`src/rtl/jpeg_output_pkg.sv`:
```
// rtl/jpeg_output_pkg.sv - shared constants, bank state and pixel level-shift for the JPEG output buffer
package jpeg_output_pkg;

    localparam int BLOCK_SAMPLES = 64;
    localparam int PIX_PER_BEAT  = 4;
    localparam int BEATS         = 16;

    typedef enum logic [1:0] {
        BANK_EMPTY,
        BANK_FILLING,
        BANK_FULL,
        BANK_DRAINING
    } bank_state_e;

    // 33-bit add so extreme IDCT outputs cannot wrap before saturation
    function automatic logic [7:0] level_shift_sat(input logic signed [31:0] sample);
        logic signed [32:0] shifted;
        shifted = 33'(sample) + 33'sd128;
        if (shifted < 33'sd0) begin
            return 8'h00;
        end else if (shifted > 33'sd255) begin
            return 8'hFF;
        end else begin
            return shifted[7:0];
        end
    endfunction

endpackage

```
`src/rtl/jpeg_output_bank.sv`:
```
// rtl/jpeg_output_bank.sv - one 64-pixel ping-pong bank: storage, sample counter, state and block id
module jpeg_output_bank
    import jpeg_output_pkg::*;
#(
    parameter int ID_W = 32
) (
    input  logic            clk_i,
    input  logic            flush_i,
    input  logic            wr_en_i,
    input  logic [5:0]      wr_idx_i,
    input  logic [7:0]      wr_pix_i,
    input  logic [ID_W-1:0] wr_id_i,
    input  logic            drain_start_i,
    input  logic            drain_done_i,
    input  logic [3:0]      rd_beat_i,
    output logic [31:0]     rd_word_o,
    output bank_state_e     state_o,
    output logic            last_sample_o,
    output logic [ID_W-1:0] id_o
);

    logic [7:0]      mem_q [BLOCK_SAMPLES];
    bank_state_e     state_q, state_d;
    logic [6:0]      cnt_q, cnt_d;
    logic [ID_W-1:0] id_q, id_d;

    always_comb begin
        state_d = state_q;
        cnt_d   = cnt_q;
        id_d    = id_q;
        if (wr_en_i) begin
            cnt_d   = cnt_q + 7'd1;
            state_d = BANK_FILLING;
            if (cnt_q == 7'd0) begin
                id_d = wr_id_i;
            end
            if (cnt_q == 7'(BLOCK_SAMPLES - 1)) begin
                state_d = BANK_FULL;
                cnt_d   = 7'd0;
            end
        end
        if (drain_start_i) begin
            state_d = BANK_DRAINING;
        end
        if (drain_done_i) begin
            state_d = BANK_EMPTY;
        end
    end

    always_ff @(posedge clk_i) begin
        if (flush_i) begin
            state_q <= BANK_EMPTY;
            cnt_q   <= 7'd0;
            id_q    <= '0;
        end else begin
            state_q <= state_d;
            cnt_q   <= cnt_d;
            id_q    <= id_d;
        end
    end

    // Storage is deliberately left untouched by a flush
    always_ff @(posedge clk_i) begin
        if (wr_en_i) begin
            mem_q[wr_idx_i] <= wr_pix_i;
        end
    end

    assign rd_word_o     = {mem_q[{rd_beat_i, 2'd3}], mem_q[{rd_beat_i, 2'd2}],
                            mem_q[{rd_beat_i, 2'd1}], mem_q[{rd_beat_i, 2'd0}]};
    assign state_o       = state_q;
    assign last_sample_o = (cnt_q == 7'(BLOCK_SAMPLES - 1));
    assign id_o          = id_q;

endmodule

```
`src/rtl/jpeg_output_buffer.sv`:
```
// rtl/jpeg_output_buffer.sv - level-shift, ping-pong bank write and 4-pixel raster drain after the IDCT
module jpeg_output_buffer
    import jpeg_output_pkg::*;
#(
    parameter int ID_W = 32
) (
    input  logic               clk_i,
    input  logic               rst_i,
    input  logic               img_start_i,
    input  logic               inport_valid_i,
    input  logic signed [31:0] inport_data_i,
    input  logic [5:0]         inport_idx_i,
    input  logic [ID_W-1:0]    inport_id_i,
    output logic               inport_accept_o,
    output logic               outport_valid_o,
    output logic [31:0]        outport_data_o,
    output logic [3:0]         outport_idx_o,
    output logic               outport_last_o,
    output logic [ID_W-1:0]    outport_id_o,
    input  logic               outport_accept_i,
    output logic               overflow_o
);

    logic            flush;
    bank_state_e     bank_state [2];
    logic [31:0]     bank_word  [2];
    logic [ID_W-1:0] bank_id    [2];
    logic [1:0]      bank_last;
    logic [1:0]      wr_en, drain_start, drain_done;
    logic            bank_open, wr_ok;

    logic            wr_bank_q, wr_bank_d, rd_bank_q, rd_bank_d;
    logic            overflow_q, accept_q;
    logic            valid_q, valid_d, last_q, last_d;
    logic [31:0]     data_q, data_d;
    logic [3:0]      idx_q, idx_d;
    logic [ID_W-1:0] id_q, id_d;
    logic            ld, ld_bank;
    logic [3:0]      ld_beat;

    assign flush     = rst_i | img_start_i;
    assign bank_open = (bank_state[wr_bank_q] == BANK_EMPTY) || (bank_state[wr_bank_q] == BANK_FILLING);
    assign wr_ok     = inport_valid_i && bank_open && !flush;
    assign wr_en     = {wr_ok && wr_bank_q, wr_ok && !wr_bank_q};
    assign wr_bank_d = wr_bank_q ^ (wr_ok && bank_last[wr_bank_q]);

    for (genvar g = 0; g < 2; g++) begin : g_bank
        jpeg_output_bank #(.ID_W(ID_W)) u_bank (
            .clk_i         (clk_i),
            .flush_i       (flush),
            .wr_en_i       (wr_en[g]),
            .wr_idx_i      (inport_idx_i),
            .wr_pix_i      (level_shift_sat(inport_data_i)),
            .wr_id_i       (inport_id_i),
            .drain_start_i (drain_start[g]),
            .drain_done_i  (drain_done[g]),
            .rd_beat_i     (ld_beat),
            .rd_word_o     (bank_word[g]),
            .state_o       (bank_state[g]),
            .last_sample_o (bank_last[g]),
            .id_o          (bank_id[g])
        );
    end

    // Output register: advance on accept, and chain straight into the other bank after beat 15
    always_comb begin
        valid_d     = valid_q;
        data_d      = data_q;
        idx_d       = idx_q;
        last_d      = last_q;
        id_d        = id_q;
        rd_bank_d   = rd_bank_q;
        drain_start = 2'b00;
        drain_done  = 2'b00;
        ld          = 1'b0;
        ld_bank     = rd_bank_q;
        ld_beat     = 4'd0;
        if (valid_q && outport_accept_i) begin
            if (idx_q == 4'(BEATS - 1)) begin
                drain_done[rd_bank_q] = 1'b1;
                rd_bank_d             = ~rd_bank_q;
                valid_d               = 1'b0;
                last_d                = 1'b0;
            end else begin
                ld      = 1'b1;
                ld_beat = idx_q + 4'd1;
            end
        end
        if ((!valid_q || outport_accept_i) && !ld && bank_state[rd_bank_d] == BANK_FULL) begin
            ld                     = 1'b1;
            ld_bank                = rd_bank_d;
            ld_beat                = 4'd0;
            drain_start[rd_bank_d] = 1'b1;
        end
        if (ld) begin
            valid_d = 1'b1;
            data_d  = bank_word[ld_bank];
            idx_d   = ld_beat;
            last_d  = (ld_beat == 4'(BEATS - 1));
            id_d    = bank_id[ld_bank];
        end
    end

    always_ff @(posedge clk_i) begin
        if (flush) begin
            wr_bank_q  <= 1'b0;
            rd_bank_q  <= 1'b0;
            overflow_q <= 1'b0;
            accept_q   <= 1'b1;
            valid_q    <= 1'b0;
            data_q     <= '0;
            idx_q      <= '0;
            last_q     <= 1'b0;
            id_q       <= '0;
        end else begin
            wr_bank_q  <= wr_bank_d;
            rd_bank_q  <= rd_bank_d;
            overflow_q <= overflow_q | (inport_valid_i && !bank_open);
            accept_q   <= (bank_state[wr_bank_q] == BANK_EMPTY);
            valid_q    <= valid_d;
            data_q     <= data_d;
            idx_q      <= idx_d;
            last_q     <= last_d;
            id_q       <= id_d;
        end
    end

    assign inport_accept_o = accept_q;
    assign outport_valid_o = valid_q;
    assign outport_data_o  = data_q;
    assign outport_idx_o   = idx_q;
    assign outport_last_o  = last_q;
    assign outport_id_o    = id_q;
    assign overflow_o      = overflow_q;

endmodule

```
`config.mk`:
```
export PLATFORM = sky130hd
export DESIGN_NAME = jpeg_output_buffer
export DESIGN_NICKNAME = d
export VERILOG_FILES = /design/src/rtl/jpeg_output_pkg.sv /design/src/rtl/jpeg_output_bank.sv /design/src/rtl/jpeg_output_buffer.sv
export SDC_FILE = /design/constraint.sdc
export NUM_CORES = 2
export LEC_CHECK = 0
export ABC_AREA = 0
export BUFFER_PORTS_ARGS = -buffer_cell sky130_fd_sc_hd__buf_4
export CAP_MARGIN = 15
export CORE_MARGIN = 3
export CORE_UTILIZATION = 30
export CTS_BUF_LIST = sky130_fd_sc_hd__clkbuf_8
export CTS_CLUSTER_SIZE = 20
export DETAILED_ROUTE_END_ITERATION = 8
export PLACE_DENSITY = 0.47
export SLEW_MARGIN = 5
export SYNTH_ARGS = -nofsm -noshare
export SYNTH_HDL_FRONTEND = slang
export SYNTH_SLANG_ARGS = --single-unit
```
`constraint.sdc`:
```
create_clock -name clk_i -period 4.1 [get_ports clk_i]
set_clock_uncertainty 0.05 [all_clocks]
set_input_delay 0.615 -clock clk_i [delete_from_list [all_inputs] [get_ports clk_i]]
set_output_delay 0.615 -clock clk_i [all_outputs]
set_load 0.005 [all_outputs]
```
# ---- Yosys cells after proc, flatten, opt, wreduce, memory -nomap -nowiden
# Memories as Yosys holds them, arrays and structs flattened.
# Index checks and enable logic that the tools add are counted.
dict set report classes {
  addsub 4
  multipliers 0
  div 0
  magnitude_cmp 10
  n_eq_ne 6
  shift 0
  muxes 48
  bitwise_logic 7
  reduce_logical 30
}
# cell n
set ops {}
lappend ops {{$mux W32} 6}
lappend ops {{$add A32 B9 Y33 const B} 1}
lappend ops {{$gt A33 B9 Y1 const B} 1}
lappend ops {{$lt A33 B1 Y1 const B} 1}
lappend ops {{$mux W2} 15}
lappend ops {{$mux W1} 18}
lappend ops {{$mux W8} 2}
lappend ops {{$add A7 B1 Y7 const B} 2}
lappend ops {{$eq A7 B6 Y1 const B} 2}
lappend ops {{$logic_not A7 Y1} 2}
lappend ops {{$mux W7} 2}
lappend ops {{$mux W4} 3}
lappend ops {{$logic_and A1 B1 Y1} 11}
lappend ops {{$eq A4 B4 Y1 const B} 2}
lappend ops {{$reduce_bool A2 Y1} 4}
lappend ops {{$ge A2 B2 Y1 const B} 3}
lappend ops {{$lt A1 B2 Y1 const B} 3}
lappend ops {{$not A1 Y2} 3}
lappend ops {{$reduce_and A2 Y1} 3}
lappend ops {{$logic_not A1 Y1} 5}
lappend ops {{$add A4 B1 Y4 const B} 1}
lappend ops {{$reduce_or A2 Y1} 2}
lappend ops {{$demux W1 S1} 2}
lappend ops {{$eq A2 B1 Y1 const B} 1}
lappend ops {{7 further kinds} 10}
dict set report totals {
  ff_bits 156
  latchBits 0
  ram_bits 1024
  mem_bits_ro 0
  output_inout_bits 72
  mem_count 2
}
# memory depth width rd rd_ports_with_merged_regs wr line
set memory_table {}
lappend memory_table {{g_bank[0].u_bank.mem_q} 64 8 4 0 1 jpeg_output_bank.sv:22} ;# logic [7:0] mem_q [BLOCK_SAMPLES];
lappend memory_table {{g_bank[1].u_bank.mem_q} 64 8 4 0 1 jpeg_output_bank.sv:22}

# ---- Depth between registers and ports, before layout
dict set report logic_depth {
  depth_word 14
  ltp_mapped 13
  depth_no_buf 11
}

# ---- Modules after synthesis
# From an unflattened synthesis, not the netlist that was laid out.
dict set report hier_totals {
  hier_cells 2605
  area_unflattened_um2 46175.5
}
# mod n_inst cells_per_inst area_each_um2 seq_area_each_um2
set modules_own_cells {}
lappend modules_own_cells {jpeg_output_bank 2 1075 21140.3 16195.5}
lappend modules_own_cells {jpeg_output_buffer 1 455 3895.0 1481.4}

# ---- Worst setup path before layout
# Ideal clock, no wire load.
dict set report synth_timing {
  kind {input-to-reg}
  from {input port inport_data_i[7]}
  to {memory g_bank[0].u_bank.mem_q[0][0] (data pin)}
  setup_time_ns 0.526
  arrival_time_ns 3.527
  required_time_ns 3.524
  setup_slack_ns -0.002
  path_stages 8
  n_path_buf 0
  path_cell_list {ha_1 nand3_1 nor3_1 nor3_1 a41oi_1 o311ai_0 nand4_1 o21a_1}
}
dict set report synth_between {
  elab_chain_cells 4
  elab_cells_between_ends 5
}
# element line
set synth_lines {}
lappend synth_lines {{from (decl)} jpeg_output_buffer.sv:11} ;# input logic signed [31:0] inport_data_i,
lappend synth_lines {{$add A32 B9 Y33 *} jpeg_output_pkg.sv:18} ;# shifted = 33'(sample) + 33'sd128;
lappend synth_lines {{$gt A33 B9 Y1} jpeg_output_pkg.sv:21} ;# end else if (shifted > 33'sd255) begin
lappend synth_lines {{$mux W8} jpeg_output_pkg.sv:21}
lappend synth_lines {{$mux W8 *} jpeg_output_pkg.sv:19} ;# if (shifted < 33'sd0) begin
lappend synth_lines {{named net g_bank[0].u_bank.wr_pix_i[0]} jpeg_output_bank.sv:11} ;# input logic [7:0] wr_pix_i,
lappend synth_lines {{to (decl)} jpeg_output_bank.sv:22}
# The timed path passes the listed nets; every way through them passes the cells marked *.

# ---- Worst setup path after layout
dict set report layout_timing {
  from {register idx_q[1] (netlist: outport_idx_o[1])}
  to {register data_q[7] (netlist: outport_data_o[7])}
}
dict set report layout_between {
  elab_chain_cells 14
  elab_cells_between_ends 25
}
# element line
set layout_lines {}
lappend layout_lines {{from (decl)} jpeg_output_buffer.sv:36} ;# logic [3:0] idx_q, idx_d;
lappend layout_lines {{from (signal assigned)} jpeg_output_buffer.sv:122} ;# idx_q <= idx_d;
lappend layout_lines {{$eq A4 B4 Y1} jpeg_output_buffer.sv:79} ;# if (idx_q == 4'(BEATS - 1)) begin
lappend layout_lines {{$mux W1} jpeg_output_buffer.sv:79}
lappend layout_lines {{$mux W1} jpeg_output_buffer.sv:78} ;# if (valid_q && outport_accept_i) begin
lappend layout_lines {{$not A1 Y2 (not written as such)} jpeg_output_buffer.sv:89} ;# if ((!valid_q || outport_accept_i) && !ld && bank_state[rd_bank_d] == BANK_FULL) begin
lappend layout_lines {{$mux W2 (not written as such) (3 in series)} jpeg_output_buffer.sv:89}
lappend layout_lines {{$eq A2 B2 Y1} jpeg_output_buffer.sv:89}
lappend layout_lines {{$logic_and A1 B1 Y1} jpeg_output_buffer.sv:89}
lappend layout_lines {{$mux W4 / $mux W1 (equally long branches)} jpeg_output_buffer.sv:89}
lappend layout_lines {{$mem_v2 Z64 W8 / $not A1 Y2 (equally long branches)} -}
lappend layout_lines {{$mux W32 (not written as such) (3 in series)} jpeg_output_buffer.sv:97} ;# data_d = bank_word[ld_bank];
lappend layout_lines {{to (signal assigned)} jpeg_output_buffer.sv:121} ;# data_q <= data_d;
lappend layout_lines {{to (decl)} jpeg_output_buffer.sv:35} ;# logic [31:0] data_q, data_d;
# Parallel ways exist; a longest one is shown, timed or not. The select of a mux whose other input is x is not followed.
# A chain may end at the register's enable or synchronous reset.

==> metrics.txt <==
Nets=3169; Synth warnings=0; Fin Hold WS=0.2245 ns; Clk pin slew, worst setup/hold paths=0.07 ns; Sw Share=21.98%; Hold Path Depth=2; RSZ-0062 raised after global routing=no; core footprint=0.1524 mm²; DRT antenna net count=0; final hold viol count=0; pwr dens=420.4 mW/mm²; GP Congestion=0.8056; Final HPWL DP=77.86 mm; PortBufs=146; CTS buffer count=189; Int Power=17.99 mW; synthesis-to-layout area growth=18.71%; DR DRC count=0; Placed Area=0.05092 mm²; Synth Instances=2691; share of cells above drive strength 1=27.08%; Hold WC Path Type=input port to flop; worst-path fanout max=27; Clock Latency Late Sink=0.88 ns; most common cell after layout, fill and taps aside=edfxtp_1; Avg Inst Size Synth=17.17 µm²; Slew headroom=26.55%; max-capacitance violation count=0; Synth area leader=edfxtp_1; Tcrit/Tclk final=92.08%; CTS Sinks=1180; initial antenna violation count=11; Req. time, crit path=4.81 ns; Pleak=17.64 nW; ys flop type=edfxtp_1; die height=398.4 µm; multi-input logic area=0.01161 mm²; detailed-route wire length=126.0 mm; VDD IR max=278.7 µV; CP endpoint kind=flop; total chip power=23.06 mW; register area=0.03387 mm²; CTS tree=yes; outcome=complete, no violations; critical path startpoint category=flop; vias in the first global route=27300; Worst Max-Slew Pin Slew=1.102 ns; Synth top area share=66.55%; Total Negative Setup Slacks=0 ns; Post-synth EDFFs=1024; Design Area, Final=0.05485 mm²; final max-slew violation count=0; htree depth=4; Switch Pwr=5.069 mW; Mapped Nets=2775; WL per Instance=23.90 µm; root buf cell=clkbuf_8; most frequent cells in the layout=edfxtp_1, buf_4, nor2_1; via count=26210; synthesized flop and latch total=1180; CTS max path bufs=3; I/O pin count=147; fmax=0.2649 GHz; clock power share=41.4%; Die X=398.4 µm; first-pass GRT wire length=185.6 mm; Sequential Power Share=56.6%; R2R cell count=13; standard-cell row count=143; critical path class=flop to flop; Detailed Routing Iterations Pass 1=5; final setup violation count=0; register area share after synthesis=73.31%; top post-synthesis cells by area=edfxtp_1, mux4_2, dfxtp_1, nor2_1, nand2_1; vias per inst=4.969; die area=0.1588 mm²; Tot GR Track Use=15.83%; fin crit period=3.775 ns; GRT Residual Overflow=0; Worst EP arrival=4.48 ns; Mapped Area=0.04620 mm²; CTS-repair resized insts=0; Unique masters post-synth=69; largest net degree at the start of global routing=129; First DRT Iteration DRCs=1848; combinational power share=2.0%; fillcell total=14440; initial core utilization=30.31%; async set-or-reset flop fraction in the synthesized netlist=0%
-- path summary, 6_finish.rpt --
| check | start | end | slack (ns) |
|---|---|---|---|
| max | outport_idx_o[1] | outport_data_o[7] | 0.32 |
| min reg2reg | g_bank[1].u_bank.id_o[9] | g_bank[1].u_bank.id_o[9] | 0.40 |
| min | inport_data_i[3] | g_bank[1].u_bank.mem_q[52][3] | 0.22 |
| max reg2reg | outport_idx_o[1] | outport_data_o[7] | 0.32 |
-- power by group through the flow --
stage	combinational (mW)	sequential [mW]	clock (mW)
final	0.456	13.1	9.55
after global routing	0.499	13.0	10.5
after CTS	0.463	13.1	9.90
after detailed placement	0.435	13.3	0
after global placement	0.415	13.3	0
after floorplan	0.170	13.3	0
-- final cells by class --
cell class	instances	share of cell area, %
diodes	5	0.02281
clock buffers	207	5.194
clock inverters	138	1.303
inverters	10	0.06844
multi-input cells	1335	21.18
flip-flops and latches	1180	61.76
well taps	2030	4.631
repair buffers	369	5.849
-- routing by layer --
layer / GRT usage, % / share of wire (%)
met1: 21.34 / 44
met2: 25.55 / 47
met4: 5.130 / 2.4
met5: 0 / 0.028
met3: 3.312 / 5.9
-- synthesized netlist by cell type (5+ instances only) --
master,n
mux2i_1,32
edfxtp_1,1024
nor2_1,230
nor4_1,36
and3_1,77
nor2b_1,36
o221ai_1,31
a211oi_1,74
a311o_1,34
a22oi_1,32
nand4_1,12
a21oi_1,108
ha_1,9
o21ai_0,8
clkbuf_1,91
buf_1,8
nand3b_1,5
nor3_1,14
dfxtp_1,156
and2_1,5
buf_6,5
xor2_1,8
nand3_1,26
nand2_1,223
mux2_2,34
inv_1,9
buf_4,22
o21a_1,8
buf_2,40
mux4_2,220
-- logic make-up (layout without fill, tap and decap cells) --
logic type	after synthesis	after routing	share of synthesized area, %
DFF	1180	1180	73.31
and+or+nand+nor	693	693	7.000
AOI/OAI and AO/OA	335	335	5.172
muxes	286	286	12.25
buffers and inverters	176	724	1.798
xor gates and xnor gates	12	12	0.2275
adders and majority gates	9	9	0.2437
other	0	5	0
-- what timing repair did --
action | 4_1_cts | 5_1_grt
endpoints found under the hold margin | 66 | 0
setup buffers | 0 | 0
hold buffers | 35 | 0
setup endpoints to repair | 0 | 0
-- critical path: stages (launching register included) --
cell and delay, ns:
dfxtp_1 0.41, ha_1 0.28, nand3_2 0.15, inv_2 0.17
ha_1 0.33, and3b_1 0.24, a2bb2oi_2 0.20, nor2_4 0.17
buf_12 0.27, buf_4 0.28, mux4_2 0.32, a22oi_1 0.33
and3_1 0.33, nor4_1 0.10
-- state kept, by name, summed over array words and instances (netlist names), 4 cells and up --
register,flops
outport_id_o,32
g_bank.u_bank.state_o,4
outport_data_o,32
g_bank.u_bank.cnt_q,14
g_bank.u_bank.id_o,64
outport_idx_o,4
g_bank.u_bank.mem_q,1024
-- metrics by stage --
| stage | setup WS, ns | util, % | cells |
|---|---|---|---|
| after detailed placement | 0.3320 | 33.40 | 4889 |
| after CTS | 0.3208 | 35.97 | 5269 |
| after floorplan | 0.8083 | - | 2691 |
| after global placement | 0.3082 | 33.40 | 4889 |
| after global routing | 0.1227 | 35.98 | 5271 |
| final | 0.3247 | 35.98 | 5274 |
(Power assumes the default switching activity.)
